<file path="src/rtl/airlock_ctrl.sv">
// airlock_ctrl: bidirectional airlock sequencer with internal phase timer and door-breach fault recovery.
module airlock_ctrl #(
    parameter int ARRIVE_CYC = 5,
    parameter int EVAC_CYC   = 7,
    parameter int PRESS_CYC  = 8,
    parameter int CNT_W      = 8
) (
    input  logic       clock,
    input  logic       rst,
    input  logic       arrive_req,
    input  logic       depart_req,
    input  logic       evac,
    input  logic       pressurize,
    input  logic       fault_clr,
    input  logic       inner_open,
    input  logic       outer_open,
    output logic       can_in,
    output logic       can_out,
    output logic [6:0] display,
    output logic       dir,
    output logic       busy,
    output logic       fault
);
    localparam logic [2:0] IDLE       = 3'd0;
    localparam logic [2:0] ARRIVE     = 3'd1;
    localparam logic [2:0] WAIT_EVAC  = 3'd2;
    localparam logic [2:0] EVAC       = 3'd3;
    localparam logic [2:0] OUTER_OPEN = 3'd4;
    localparam logic [2:0] PRESS      = 3'd5;
    localparam logic [2:0] INNER_OPEN = 3'd6;
    localparam logic [2:0] FAULT      = 3'd7;

    logic [2:0] ps, ns;
    logic [CNT_W-1:0] count, limit;
    logic closed, timed, expired;

    always_comb begin
        closed  = !inner_open && !outer_open;
        timed   = ps == ARRIVE || ps == EVAC || ps == PRESS;
        limit   = ps == ARRIVE ? CNT_W'(ARRIVE_CYC - 1) : ps == EVAC ? CNT_W'(EVAC_CYC - 1) : CNT_W'(PRESS_CYC - 1);
        expired = timed && count == limit;
    end

    // door-open check on EVAC/PRESS deliberately outranks timer expiry
    always_comb begin
        ns = ps;
        case (ps)
            IDLE:       ns = arrive_req ? ARRIVE : depart_req ? WAIT_EVAC : IDLE;
            ARRIVE:     ns = expired ? WAIT_EVAC : ARRIVE;
            WAIT_EVAC:  ns = evac && closed ? EVAC : WAIT_EVAC;
            EVAC:       ns = !closed ? FAULT : expired ? OUTER_OPEN : EVAC;
            OUTER_OPEN: ns = pressurize && closed ? PRESS : OUTER_OPEN;
            PRESS:      ns = !closed ? FAULT : expired ? (dir ? IDLE : INNER_OPEN) : PRESS;
            INNER_OPEN: ns = arrive_req ? INNER_OPEN : IDLE;
            FAULT:      ns = fault_clr && closed ? PRESS : FAULT;
            default:    ns = IDLE;
        endcase
    end

    always_ff @(posedge clock) begin
        if (rst) begin
            ps    <= IDLE;
            count <= '0;
            dir   <= 1'b0;
        end else begin
            ps    <= ns;
            count <= (ns != ps || !timed) ? '0 : count + 1'b1;
            if (ps == IDLE && ns != IDLE)
                dir <= ns == WAIT_EVAC;
        end
    end

    always_comb begin
        can_in  = ps == IDLE || ps == ARRIVE || ps == WAIT_EVAC || ps == INNER_OPEN;
        can_out = ps == OUTER_OPEN;
        display = ps == ARRIVE ? 7'b0001000 :
                  ps == EVAC   ? 7'b0000110 :
                  ps == PRESS  ? 7'b0001100 :
                  ps == FAULT  ? 7'b0001110 : 7'h7F;
        busy    = ps != IDLE;
        fault   = ps == FAULT;
    end
endmodule

</file>
<file path="config.mk">
export PLATFORM = sky130hd
export DESIGN_NAME = airlock_ctrl
export DESIGN_NICKNAME = d
export VERILOG_FILES = /design/src/rtl/airlock_ctrl.sv
export SDC_FILE = /design/constraint.sdc
export NUM_CORES = 1
export LEC_CHECK = 0
export ABC_AREA = 1
export CELL_PAD_IN_SITES_DETAIL_PLACEMENT = 1
export CELL_PAD_IN_SITES_GLOBAL_PLACEMENT = 1
export CORE_ASPECT_RATIO = 0.75
export CORE_MARGIN = 1
export CORE_UTILIZATION = 33
export DETAILED_ROUTE_END_ITERATION = 8
export GPL_TIMING_DRIVEN = 1
export PLACE_DENSITY_LB_ADDON = 0.1
export SLEW_MARGIN = 10
export SYNTH_ARGS = -nofsm -noshare
export SYNTH_HDL_FRONTEND = slang
export SYNTH_SLANG_ARGS = --single-unit
</file>
<file path="constraint.sdc">
create_clock -name clock -period 1.8 [get_ports clock]
set_clock_uncertainty 0.05 [all_clocks]
set_input_delay 0.36 -clock clock [delete_from_list [all_inputs] [get_ports clock]]
set_output_delay 0.36 -clock clock [all_outputs]
set_load 0.02 [all_outputs]
</file>
==> After elaboration in Yosys (flattened, before gate mapping) <==
Cells that the tools add are included.
W data, S select, Z words.
{ "word_totals": {"reg_bits": 12, "output_inout_bits": 12} }
{ "classes": {"n_reduce_logical": 19, "eq_ne": 10, "mux": 19, "addsub": 1} }
{ "op_table": {"columns": ["op", "n"], "rows": [
  ["$mux W7", 4],
  ["$pmux W3 S8", 1],
  ["$mux W3", 6],
  ["$eq A3 B3 Y1 const B", 4],
  ["$mux W2", 5],
  ["$eq A3 B2 Y1 const B", 3],
  ["$add A8 B1 Y8 const B", 1],
  ["$eq A8 B3 Y1", 1],
  ["$logic_and A1 B1 Y1", 6],
  ["$logic_or A1 B1 Y1", 6],
  ["$reduce_bool A3 Y1", 2],
  ["$eq A3 B1 Y1 const B", 1],
  ["$logic_not A1 Y1", 3],
  ["$logic_not A3 Y1", 1],
  ["$mux W1", 3],
  ["$ne A3 B3 Y1", 1],
  ["$reduce_or A2 Y1", 1]
]} }

==> Logic depth before layout (Yosys ltp) <==
Gate-level depths: netlist of the first run.
{ "logic_depth": {"depth_word": 11, "mapped_depth": 14} }

==> Worst setup path after synthesis of the first run <==
OpenSTA, ideal clock, no wires.
{ "synth_path": {"path_type": "register to register", "start": "register ps[0]", "end": "register count[0]", "t_arrival_ns": 1.667, "required_time_ns": 1.687, "path_slack_ns": 0.021, "stages_incl_launch_ff": 14, "setup_ns": 0.063, "n_path_buf": 1, "cell_sequence": "dfxtp_1 buf_4 nand2_1 nor2_1 nand2_1 nand2_1 nor2_1 nand2_1 nor2_2 nand4_1 nand2_1 nor2_2 nand2_4 nor2_2"} }
{ "synth_between": {"word_cells_on_any_way": 24} }
{ "synth_rtl": {"columns": ["element", "line_no", "source"], "rows": [
  ["start, declared", "33", "logic [2:0] ps, ns;"],
  ["start signal, assigned", "66", "ps <= ns;"],
  ["$eq A3 B3 Y1", null, null],
  ["named net fault", "22", "output logic fault"],
  ["$pmux W3 S8", "47", "case (ps)"],
  ["$ne A3 B3 Y1", "67", "count <= (ns != ps || !timed) ? '0 : count + 1'b1;"],
  ["$logic_or A1 B1 Y1", "67", null],
  ["$reduce_or A2 Y1 (no line)", null, null],
  ["end signal, assigned", "67", null],
  ["end, declared", "34", "logic [CNT_W-1:0] count, limit;"]
]} }
The timed path passes the listed nets, and every way through them passes these cells.
A chain may end at the register's enable or synchronous reset.

==> Worst setup path after layout of the first run <==
{ "layout_path": {"start": "register ps[0]", "end": "register count[3]"} }
{ "layout_between": {"elab_chain_cells": 11, "word_cells_on_any_way": 24} }
{ "layout_lines": {"columns": ["element", "line_no", "source"], "rows": [
  ["$eq A3 B2 Y1", "39, 40, 47", null],
  ["$mux W1", "40", "limit = ps == ARRIVE ? CNT_W'(ARRIVE_CYC - 1) : ps == EVAC ? CNT_W'(EVAC_CYC - 1) : CNT_W'(PRESS_CYC - 1);"],
  ["$mux W2", "40", null],
  ["$eq A8 B3 Y1", "41", "expired = timed && count == limit;"],
  ["$logic_and A1 B1 Y1", "41", null],
  ["$mux W3, on equally long branches (2 in a row)", "53, 51", null],
  ["$pmux W3 S8", "47", null],
  ["$ne A3 B3 Y1", "67", null],
  ["$logic_or A1 B1 Y1 *", "67", null],
  ["$reduce_or A2 Y1 (no line) *", null, null]
]} }
Mark *: on every way between the ends. The rest lies on a longest branch, timed or not.

==> flow_summary_export.csv, run 1 <==
group,metric,value,unit
layout,n_antenna_cell,0,
placed_design,portBuffers,20,
synth,ys_types,25,
detailed_routing,route.detailed.drc,0,
timing,worst-slew-pin-transition,0.3591,ns
synth,syn_inst,140,
clocking,clk_latency,0.30,ns
detailed_routing,via_count,1207,
floorplanning,row_count,15,
placed_design,dp_cells,209,
detailed_routing,ant_nets,0,
outcome,run_status,"complete, but fails checks",
detailed_routing,via_per_inst,5.341,
synth,yosysWarnings,0,
timing,grt_setup_unrepaired,"yes",
worst_setup_path,cp_top_family,"simple AND/OR/NAND/NOR gates",
timing,report.final.hold_viol_count,0,
floorplanning,core_area,0.002421,mm²
synth,synth_area_leaders,"dfxtp_1 27%, nand2_1 14%, nor2_2 8.4%",
clocking,cts_root_buf,"clkbuf_4",
detailed_routing,route.met2.wl,2036,µm
worst_setup_path,crit_top_cell,"nand2_1",
power,p_total,1549,µW
worst_setup_path,cp.required,1.99,ns
power,power.density,1035,mW/mm²
synth,synth_area,893.4,µm²
floorplanning,start_util,36.90,%
layout,multi_input_area,629.4,µm²
clocking,cts.sinks,12,
worst_hold_path,hp-class,"reg2reg",
timing,drv_slew,0,
worst_setup_path,crit_cells,15,
timing,setup_tns,-1.888,ns
layout,final-seq-area,249.0,µm²
timing,final-setup-viol-count,10,
detailed_routing,wl_met1,1881,µm
synth,synth_nets,150,
synth,synth.top_cell.area_share,26.89,%
worst_setup_path,cp_max_fo,8,
worst_setup_path,worst_path_max_delay_cell,"dfxtp_2",
global_route,grt_max_degree,9,
worst_setup_path,r2r_cells,15,
clocking,htree_levels,1,
layout,drive_gt1_share,44.27,%
detailed_routing,dr.max_layer_used,"met4",
worst_hold_path,worstHoldPathCells,2,
timing,clock.fmax,0.4858,GHz
layout,finalNonFillerCells,226,
layout,fillers,303,
layout,utilization,61.81,%
global_route,grt_overflow,0,
placed_design,globalplace.congestion,0.7351,
timing,timing.hold.ws,0.5273,ns
placed_design,hpwl,2421,µm
global_route,grt_pass1_wl,5299,µm
synth,synth_area_per_cell,6.381,µm²
timing,period_share,114.4,%
power,irDropWorstVdd,0.0007073,V
timing,period_minus_slack,2.058,ns
clocking,cts_tree,"yes",
worst_setup_path,cp.arrival,2.25,ns
worst_setup_path,path_cells,"buf_12, nand2_1, nor2_1, buf_4, nand2_1, nand2_1, nor2_1, nand2_1, nor2_2, nand3_2, nand2_2, nand2_2, nor2_4, nand2_8, nor2_2",
floorplanning,dieArea,0.002921,mm²
detailed_routing,detail_route.first_pass.iterations,4,
worst_setup_path,path_buf_inv,2,
global_route,grt_pass1_vias,1101,
clocking,cts.reportedPaths.clkPinSlew,0.09,ns
clocking,clockBufferDepth,2,
floorplanning,fp.dieW,62.08,µm
timing,fin_ws,-0.2584,ns
detailed_routing,route.met3.wl,300,µm
worst_setup_path,start_kind,"flip-flop",
detailed_routing,post_drt_wl_per_cell,19.35,µm
floorplanning,num_io_pins,21,
run,maxCapViolations,0,
layout,nNetsFinal,203,
layout,synthToLayoutAreaGrowth,67.51,%
worst_setup_path,critPathKind,"reg2reg",
floorplanning,die_h,47.06,µm
detailed_routing,drtIter0Drc,89,
timing,relSlewSlack,76.06,%
worst_setup_path,slowest_delay,0.33,ns
outcome,violations,"setup timing",
global_route,grt_use_total,26.69,%
clocking,cts_made_buffers,3,
worst_setup_path,endpoint_kind,"flip-flop",
power,leakagePower,0.0006851,µW
detailed_routing,wirelength,4374,µm
synth,seq_area_frac_synth,26.89,%
global_route,antenna_found_initial,0,
synth,ys_seq_elements,12,
synth,yosysTopAreaCell,"dfxtp_1",
==> what timing repair did <==
item / CTS / global route
setup buffers: 8 / 5
pin swaps: 10 / 10
endpoints found under the hold margin: 0 / 0
resized for setup: 39 / 27
hold buffers: 0 / 0
setup endpoints to repair: 19 / 19
==> sequential cells by signal, summed over array words and instances, names as in the netlist <==
register,cells
ps,3
count,8
dir,1
==> area by class of cell <==
class                      count  share of cell area (%)
tap                           34                   2.843
sequential                    12                   16.64
multi-input combinational    101                   42.06
inverter                      23                   6.271
clock buffer                   4                   2.425
timing repair buffer          52                   29.77
==> worst min-delay path, stage by stage, from the launching register on <==
cell	delay, ns
dfxtp_1	0.34
inv_1	0.08
a221oi_1	0.10
==> cell usage in the layout, fill, tap and decap left out, types with 2 or more instances in the layout <==
master           Yosys  routed
buf_4                4      27
nand2_1             33      26
inv_1               19      19
nor2_1              16      13
nand2_2              3      10
nand3_1             13      10
nor2_2              12       9
dfxtp_1             12       9
clkdlybuf4s50_1      0       9
nor2_4               1       7
clkbuf_2             0       6
nand3_2              2       5
nand4_1              4       4
inv_4                2       3
xor2_1               3       3
xnor2_1              3       3
clkbuf_4             0       3
o21ai_0              2       2
a21oi_4              0       2
clkdlybuf4s15_1      0       2
buf_6                0       2
buf_12               0       2
dfxtp_4              0       2
==> cells in the mapped netlist <==
cell type	n
inv_1	19
nand2_1	33
nor2_1	16
nor3_1	1
nand3_2	2
nor2_4	1
inv_2	2
nor4_1	1
xnor2_1	3
xor2_1	3
nand3_1	13
nor2_2	12
a21oi_1	1
inv_4	2
a221oi_1	1
nand3b_1	1
nand2_4	1
nand4_1	4
buf_4	4
o21ai_1	1
dfxtp_1	12
ha_1	1
nand2_2	3
o21ai_0	2
a21oi_2	1
==> power by group <==
part | leakage, µW | total [µW] | switching [µW] | internal [µW]
Sequential | 0.0000990 | 323 | 32.0 | 291
Clock | 0.0000210 | 232 | 109 | 124
Combinational | 0.000565 | 994 | 576 | 418
==> cell families (layout without fill, tap and decap cells) <==
logic type | after synthesis | in the layout | synth area share (%)
flip-flops | 12 | 12 | 26.89
AND/OR/NAND/NOR | 88 | 88 | 48.04
adder cells (fa/ha/maj) | 1 | 1 | 1.400
AO/OA/AOI/OAI | 6 | 6 | 4.201
buffers and inverters | 27 | 79 | 13.59
XOR/XNOR | 6 | 6 | 5.883
==> worst paths after layout <==
kind | from | to | slack [ns]
setup / recovery | ps[0] | count[3] | -0.26
setup reg to reg | ps[0] | count[3] | -0.26
hold / removal | dir | dir | 0.53
hold reg to reg | dir | dir | 0.53
==> through the flow <==
step / setup WS, ns / instance area [µm²]
3_5_place_dp: -0.3324 / 1261
2_1_floorplan: 0.02067 / 893.4
3_3_place_gp: -0.2205 / 1261
6_report: -0.2584 / 1496
4_1_cts: -0.06105 / 1426
5_1_grt: -0.3838 / 1496
==> routing by layer <==
| layer | GRT usage (%) | vias up |
|---|---|---|
| li1 | - | 537 |
| met1 | 35.71 | 585 |
| met2 | 44.68 | 69 |
| met3 | 4.408 | 16 |
| met4 | 7.556 | 0 |
| met5 | 0 | - |
(Power assumes the default switching activity.)
==> run 2, diff against run 1 <==
CTS_CLUSTER_SIZE = 10   (was default)
SLEW_MARGIN = default   (was 10)
==> results of run 2 <==
No change in the layout: final DEF, timing and power equal those of run 1.
